===== src/rtl/vx_csr_rmw_pkg.sv =====
// vx_csr_rmw_pkg: shared constants, op encodings, response bundle
// and small CSR helpers for the CSR read-modify-write issue stage.
package vx_csr_rmw_pkg;

    localparam int NUM_WARPS     = 4;
    localparam int NW_BITS       = 2;
    localparam int NUM_THREADS   = 4;
    localparam int CSR_ADDR_BITS = 12;
    localparam int CSR_WIDTH     = 32;

    localparam logic [1:0] CSR_RW = 2'd1;
    localparam logic [1:0] CSR_RS = 2'd2;
    localparam logic [1:0] CSR_RC = 2'd3;

    localparam logic [CSR_ADDR_BITS-1:0] CSR_FFLAGS = 12'h001;
    localparam logic [CSR_ADDR_BITS-1:0] CSR_FRM    = 12'h002;
    localparam logic [CSR_ADDR_BITS-1:0] CSR_FCSR   = 12'h003;

    typedef struct packed {
        logic [NW_BITS-1:0]     wid;
        logic [NUM_THREADS-1:0] tmask;
        logic [31:0]            pc;
        logic [4:0]             rd;
        logic                   wb;
        logic [31:0]            data;
    } csr_rsp_t;

    function automatic logic is_fp_csr(input logic [CSR_ADDR_BITS-1:0] a);
        return (a == CSR_FFLAGS) || (a == CSR_FRM) || (a == CSR_FCSR);
    endfunction

    function automatic logic is_ro_csr(input logic [CSR_ADDR_BITS-1:0] a);
        return a[11:10] == 2'b11;
    endfunction

    function automatic logic [CSR_WIDTH-1:0] rmw_value(
        input logic [1:0]  op,
        input logic [31:0] old,
        input logic [31:0] src
    );
        logic [CSR_WIDTH-1:0] v;
        v = src;
        case (op)
            CSR_RS:  v = old | src;
            CSR_RC:  v = old & ~src;
            default: v = src;
        endcase
        return v;
    endfunction

endpackage


===== src/rtl/vx_csr_rmw_pipe_reg.sv =====
// vx_csr_rmw_pipe_reg: single-entry valid+payload stage register.
// Ports: clk, reset (sync, high), i_enable, i_valid, i_data -> o_valid, o_data.
module vx_csr_rmw_pipe_reg #(
    parameter int DATAW = 8
) (
    input  logic             clk,
    input  logic             reset,
    input  logic             i_enable,
    input  logic             i_valid,
    input  logic [DATAW-1:0] i_data,
    output logic             o_valid,
    output logic [DATAW-1:0] o_data
);

    logic             r_valid;
    logic [DATAW-1:0] r_data;

    always_ff @(posedge clk) begin
        if (reset) begin
            r_valid <= 1'b0;
            r_data  <= '0;
        end else if (i_enable) begin
            r_valid <= i_valid;
            r_data  <= i_data;
        end
    end

    assign o_valid = r_valid;
    assign o_data  = r_data;

endmodule


===== src/rtl/vx_csr_rmw.sv =====
// vx_csr_rmw: CSR issue stage. Reads the addressed CSR, computes and writes
// the RW/RS/RC result, and returns the old value through a registered response.
// Ports: req_* in (valid/ready), csr_read_*/csr_write_* to the CSR file,
// fpu_pending per warp, rsp_* out (valid/ready), busy.
// Option CSR_STALL_CNT_EN adds perf_csr_stalls[43:0] (saturating stall cycles).
module vx_csr_rmw
    import vx_csr_rmw_pkg::*;
#(
    parameter int CORE_ID = 0
) (
    input  logic                     clk,
    input  logic                     reset,
    input  logic                     req_valid,
    output logic                     req_ready,
    input  logic [NW_BITS-1:0]       req_wid,
    input  logic [NUM_THREADS-1:0]   req_tmask,
    input  logic [31:0]              req_PC,
    input  logic [4:0]               req_rd,
    input  logic                     req_wb,
    input  logic [1:0]               req_op,
    input  logic                     req_use_imm,
    input  logic [4:0]               req_imm,
    input  logic [CSR_ADDR_BITS-1:0] req_addr,
    input  logic [31:0]              req_rs1_data,
    output logic                     csr_read_enable,
    output logic [CSR_ADDR_BITS-1:0] csr_read_addr,
    output logic [NW_BITS-1:0]       csr_read_wid,
    input  logic [31:0]              csr_read_data,
    output logic                     csr_write_enable,
    output logic [CSR_ADDR_BITS-1:0] csr_write_addr,
    output logic [NW_BITS-1:0]       csr_write_wid,
    output logic [CSR_WIDTH-1:0]     csr_write_data,
    input  logic [NUM_WARPS-1:0]     fpu_pending,
    output logic                     rsp_valid,
    input  logic                     rsp_ready,
    output logic [NW_BITS-1:0]       rsp_wid,
    output logic [NUM_THREADS-1:0]   rsp_tmask,
    output logic [31:0]              rsp_PC,
    output logic [4:0]               rsp_rd,
    output logic                     rsp_wb,
    output logic [31:0]              rsp_data,
    output logic                     busy
`ifdef CSR_STALL_CNT_EN
    ,
    output logic [43:0]              perf_csr_stalls
`endif
);

    localparam int RSP_W = $bits(csr_rsp_t);

    logic        w_fp_hazard;
    logic        w_fire;
    logic        w_write_need;
    logic [31:0] w_src;
    csr_rsp_t    w_rsp_d;
    csr_rsp_t    w_rsp_q;

    // FP CSRs must not be touched while fflags updates are still in flight
    assign w_fp_hazard = is_fp_csr(req_addr) & fpu_pending[req_wid];
    assign req_ready   = ~reset & ~w_fp_hazard & (~rsp_valid | rsp_ready);
    assign w_fire      = req_valid & req_ready;

    assign w_src = req_use_imm ? {27'b0, req_imm} : req_rs1_data;

    // RS/RC with a zero source are pure reads
    always_comb begin
        w_write_need = 1'b0;
        case (req_op)
            CSR_RW:  w_write_need = 1'b1;
            CSR_RS,
            CSR_RC:  w_write_need = (w_src != 32'd0);
            default: w_write_need = 1'b0;
        endcase
        if (is_ro_csr(req_addr))
            w_write_need = 1'b0;
    end

    assign csr_read_enable  = w_fire;
    assign csr_read_addr    = req_addr;
    assign csr_read_wid     = req_wid;

    assign csr_write_enable = w_fire & w_write_need;
    assign csr_write_addr   = req_addr;
    assign csr_write_wid    = req_wid;
    assign csr_write_data   = rmw_value(req_op, csr_read_data, w_src);

    assign w_rsp_d.wid   = req_wid;
    assign w_rsp_d.tmask = req_tmask;
    assign w_rsp_d.pc    = req_PC;
    assign w_rsp_d.rd    = req_rd;
    assign w_rsp_d.wb    = req_wb;
    assign w_rsp_d.data  = csr_read_data;

    vx_csr_rmw_pipe_reg #(
        .DATAW (RSP_W)
    ) u_rsp_reg (
        .clk      (clk),
        .reset    (reset),
        .i_enable (w_fire | rsp_ready),
        .i_valid  (w_fire),
        .i_data   (w_rsp_d),
        .o_valid  (rsp_valid),
        .o_data   (w_rsp_q)
    );

    assign rsp_wid   = w_rsp_q.wid;
    assign rsp_tmask = w_rsp_q.tmask;
    assign rsp_PC    = w_rsp_q.pc;
    assign rsp_rd    = w_rsp_q.rd;
    assign rsp_wb    = w_rsp_q.wb;
    assign rsp_data  = w_rsp_q.data;

    assign busy = req_valid | rsp_valid;

`ifdef CSR_STALL_CNT_EN
    logic [43:0] r_stalls;

    always_ff @(posedge clk) begin
        if (reset)
            r_stalls <= '0;
        else if (req_valid && !req_ready && r_stalls != '1)
            r_stalls <= r_stalls + 44'd1;
    end

    assign perf_csr_stalls = r_stalls;
`endif

    always_ff @(posedge clk) begin
        if (!reset && rsp_valid && !rsp_ready)
            assert (!w_fire)
            else $error("vx_csr_rmw[%0d]: accept while response stalled", CORE_ID);
    end

endmodule


===== config.mk =====
export PLATFORM = sky130hd
export DESIGN_NAME = vx_csr_rmw
export DESIGN_NICKNAME = d
export VERILOG_FILES = /design/src/rtl/vx_csr_rmw_pkg.sv /design/src/rtl/vx_csr_rmw_pipe_reg.sv /design/src/rtl/vx_csr_rmw.sv
export SDC_FILE = /design/constraint.sdc
export NUM_CORES = 1
export LEC_CHECK = 0
export BUFFER_PORTS_ARGS = -buffer_cell sky130_fd_sc_hd__buf_2
export CORE_ASPECT_RATIO = 1.5
export CORE_MARGIN = 1
export CORE_UTILIZATION = 25
export DETAILED_ROUTE_END_ITERATION = 8
export GPL_TIMING_DRIVEN = 0
export PLACE_DENSITY = 0.53
export SKIP_LAST_GASP = 1
export SYNTH_ARGS = -nofsm -noshare
export SYNTH_HDL_FRONTEND = slang
export SYNTH_HIERARCHICAL = 1
export SYNTH_SLANG_ARGS = --single-unit

===== constraint.sdc =====
create_clock -name clk -period 2.1 [get_ports clk]
set_input_delay 0.105 -clock clk [delete_from_list [all_inputs] [get_ports clk]]
set_output_delay 0.105 -clock clk [all_outputs]
set_load 0.01 [all_outputs]

==> results.toml <==
[drt]
dr.first_iter.drc_count = 104
post_drt_via_cell_ratio = 4.431
antenna_left = 0
wire_length_after_detailed_routing_um = 13610
wire_per_inst_um = 14.85
detailroute.via_count = 4059
drt_pre_antenna_iters = 4
drc_errors = 0

[cts]
clockRootBuffer = "clkbuf_16"
cts.repair.resized = 0
cts.repair_timing.setup_buffer_count = 0
cts_made_buffers = 9
cts_tree = "yes"
clock_sinks = 77
cts.reportedPaths.clkPinSlew_ns = 0.06
worst_skew_pair.late_latency_ns = 0.33
clock_tree.buffer_depth = 2
cts_htree_levels = 3

[grt]
grt_util_all_layers_pct = 16.35
met2_usage_pct = 31.08
groute.layer.met1.usage_pct = 17.12
grt_first_pass_wirelength_um = 21000
top_usage_layer = "met2"
pin_count_of_the_biggest_net_entering_global_routing = 15
grt_overflow = 0
grt_pass1_vias = 4220
grt_antenna_before_repair = 1
grt.met3_usage_pct = 4.064

[power]
cellPowerDensity_mw_per_mm2 = 702.5
vdd_drop_max_uv = 458.0
reported_leakage_power_uw = 0.003272

[worst_hold_path]
min_path_cells = 3
min-delay-path-class = "in2reg"

[yosys]
synthMuxAreaShare_pct = 21.83
synth-main-ff-cell = "dfxtp_1"
yosys.cell_types.count = 32
postSynthAreaPerCell_um2 = 9.292
combinational_family_with_the_most_area_after_synthesis = "multiplexers"
synth_compound_gate_area_share_pct = 12.67
post_synth_instance_area_mm2 = 0.003921
fraction_of_registers_with_async_set_or_reset_after_synthesis_pct = 0
synthesis.nets = 558
ys_seq_elements = 77
synthesis.instances = 422
yosys.area_share.simple_pct = 11.42
synth_edf_count = 0
synth_fa_ha_area_share_pct = 0
synth_xor_area_share_pct = 0
yosys_warnings = 6
synth.yosys.seq_area_share_pct = 39.31

[floorplan]
start_util_pct = 25.78
dieWidth_um = 104.3
num_rows = 55
die_height_um = 155.4
dieArea_mm2 = 0.01620
ioPinCount = 277
core_mm2 = 0.01521

[sta]
timing.slew.headroom_pct = 62.97
max_freq_mhz = 581.3
min_period_over_period_pct = 81.91
setup_repair_after_global_routing_missed_its_margin = "no"
slew_violations = 0
fin_worst_hold_slack_ns = 0.01514
least_setup_slack_across_all_paths_after_layout_ns = 0.3798
hold_violations = 0
timing.final.crit_period_ns = 1.720
finClkSkew_ns = 0.009252
worst_pin_slew_ns = 0.5555
finalSetupTns_ns = 0
report.final.setup_viol = 0

[layout]
final_cell_mix = "buf_2 (281), mux2i_1 (84), nor2_1 (79)"
layout_commonest_cell = "buf_2"
final-instance-count-excl-fill = 916
fraction_of_layout_instances_using_a_drive_strength_above_1_pct = 48.74
area_added_between_synthesis_and_finish_pct = 50.35
nFillCells = 1614
post-route-cell-area_mm2 = 0.005896
fin_nets = 847

[worst_setup_path]
timing.critical_path.arrival_ns = 1.93
startpoint_type = "register"
crit_path_max_fanout = 10
r2r_cells = 8
timing_worst_setup_path_type = "reg2reg"
end_kind = "register"
cp.required_ns = 2.31

[place]
area_of_placed_instances_mm2 = 0.005542
place.detailed.instances = 895
portBuffers = 274
gp_congestion = 0.8386
pre_cts_ws_ns = 0.09760
dp_hpwl_um = 11290

[job]
maxCapViolCount = 0

[status]
outcome = "finished, final reports clean"
## critical path, stage by stage (launching register included)
cell and delay [ns]:
dfxtp_1 0.34, a21oi_1 0.22, o211ai_2 0.17, nand2_1 0.10, buf_4 0.17, buf_8 0.18
buf_12 0.15, mux2i_1 0.21, nor2_1 0.06
## layout make-up
| type | count | area (µm²) | area share [%] |
|---|---|---|---|
| multi-input combinational | 256 | 1800 | 30.54 |
| sequential | 77 | 1541 | 26.15 |
| timing repair buffer | 278 | 1411 | 23.94 |
| buffer | 61 | 474.2 | 8.043 |
| tap | 199 | 249.0 | 4.223 |
| clock buffer | 10 | 239.0 | 4.053 |
| inverter | 28 | 105.1 | 1.783 |
| clock inverter | 6 | 72.57 | 1.231 |
| antenna | 1 | 2.502 | 0.04244 |
## Yosys cell counts (7+ instances only)
master,n,area [µm²]
inv_1,28,105.1
nor2_1,79,296.5
buf_4,33,247.7
buf_6,7,78.83
clkbuf_1,9,33.78
dfxtp_1,77,1541
buf_2,7,35.03
nor4_1,8,50.05
o31ai_1,23,172.7
nand3_1,7,35.03
o211ai_1,26,195.2
mux2i_1,84,840.8
o21ai_0,7,35.03
## routing by layer
| metal | wire, µm | up-vias |
|---|---|---|
| li1 | - | 2015 |
| met1 | 5271 | 1864 |
| met2 | 7227 | 164 |
| met3 | 831 | 16 |
| met4 | 276 | 0 |
| met5 | 0 | - |
## logic make-up (layout without fill, tap and decap cells)
group                  Yosys count  in the layout
buffers and inverters           89            383
AOI/OAI and AO/OA               66             66
other                            0              1
DFF                             77             77
muxes                           85             85
and+or+nand+nor                105            105
## stage by stage
stage	total power (µW)	utilization [%]
final	4142	38.77
after global routing	4374	38.77
after CTS	4224	38.75
after detailed placement	2574	36.44
after global placement	2558	36.44
after floorplan	2142	-
## state kept, by name (all words and copies together) (netlist names)
signal and cells:
u_rsp_reg/o_valid 1, u_rsp_reg/o_data 76
## report_power, final
group,internal (µW),switching [µW],total (µW),leakage (µW)
logic,446,484,931,0.00249
clock network,962,642,1600,0.000149
registers,1560,47.6,1610,0.000638
total,2970,1170,4140,0.00327
## final timing paths
path         slack [ns]                  from                    to
max reg2reg        0.38     u_rsp_reg/o_valid  u_rsp_reg/o_data[52]
max                0.38     u_rsp_reg/o_valid  u_rsp_reg/o_data[52]
min                0.02            req_PC[21]  u_rsp_reg/o_data[59]
min reg2reg        0.49  u_rsp_reg/o_data[75]  u_rsp_reg/o_data[75]
## what timing repair did
action,4_1_cts,5_1_grt
hold buffers,4,0
setup endpoints to repair,0,0
hold endpoints to repair,4,0
No activity file was read; power rests on OpenSTA's default activity.
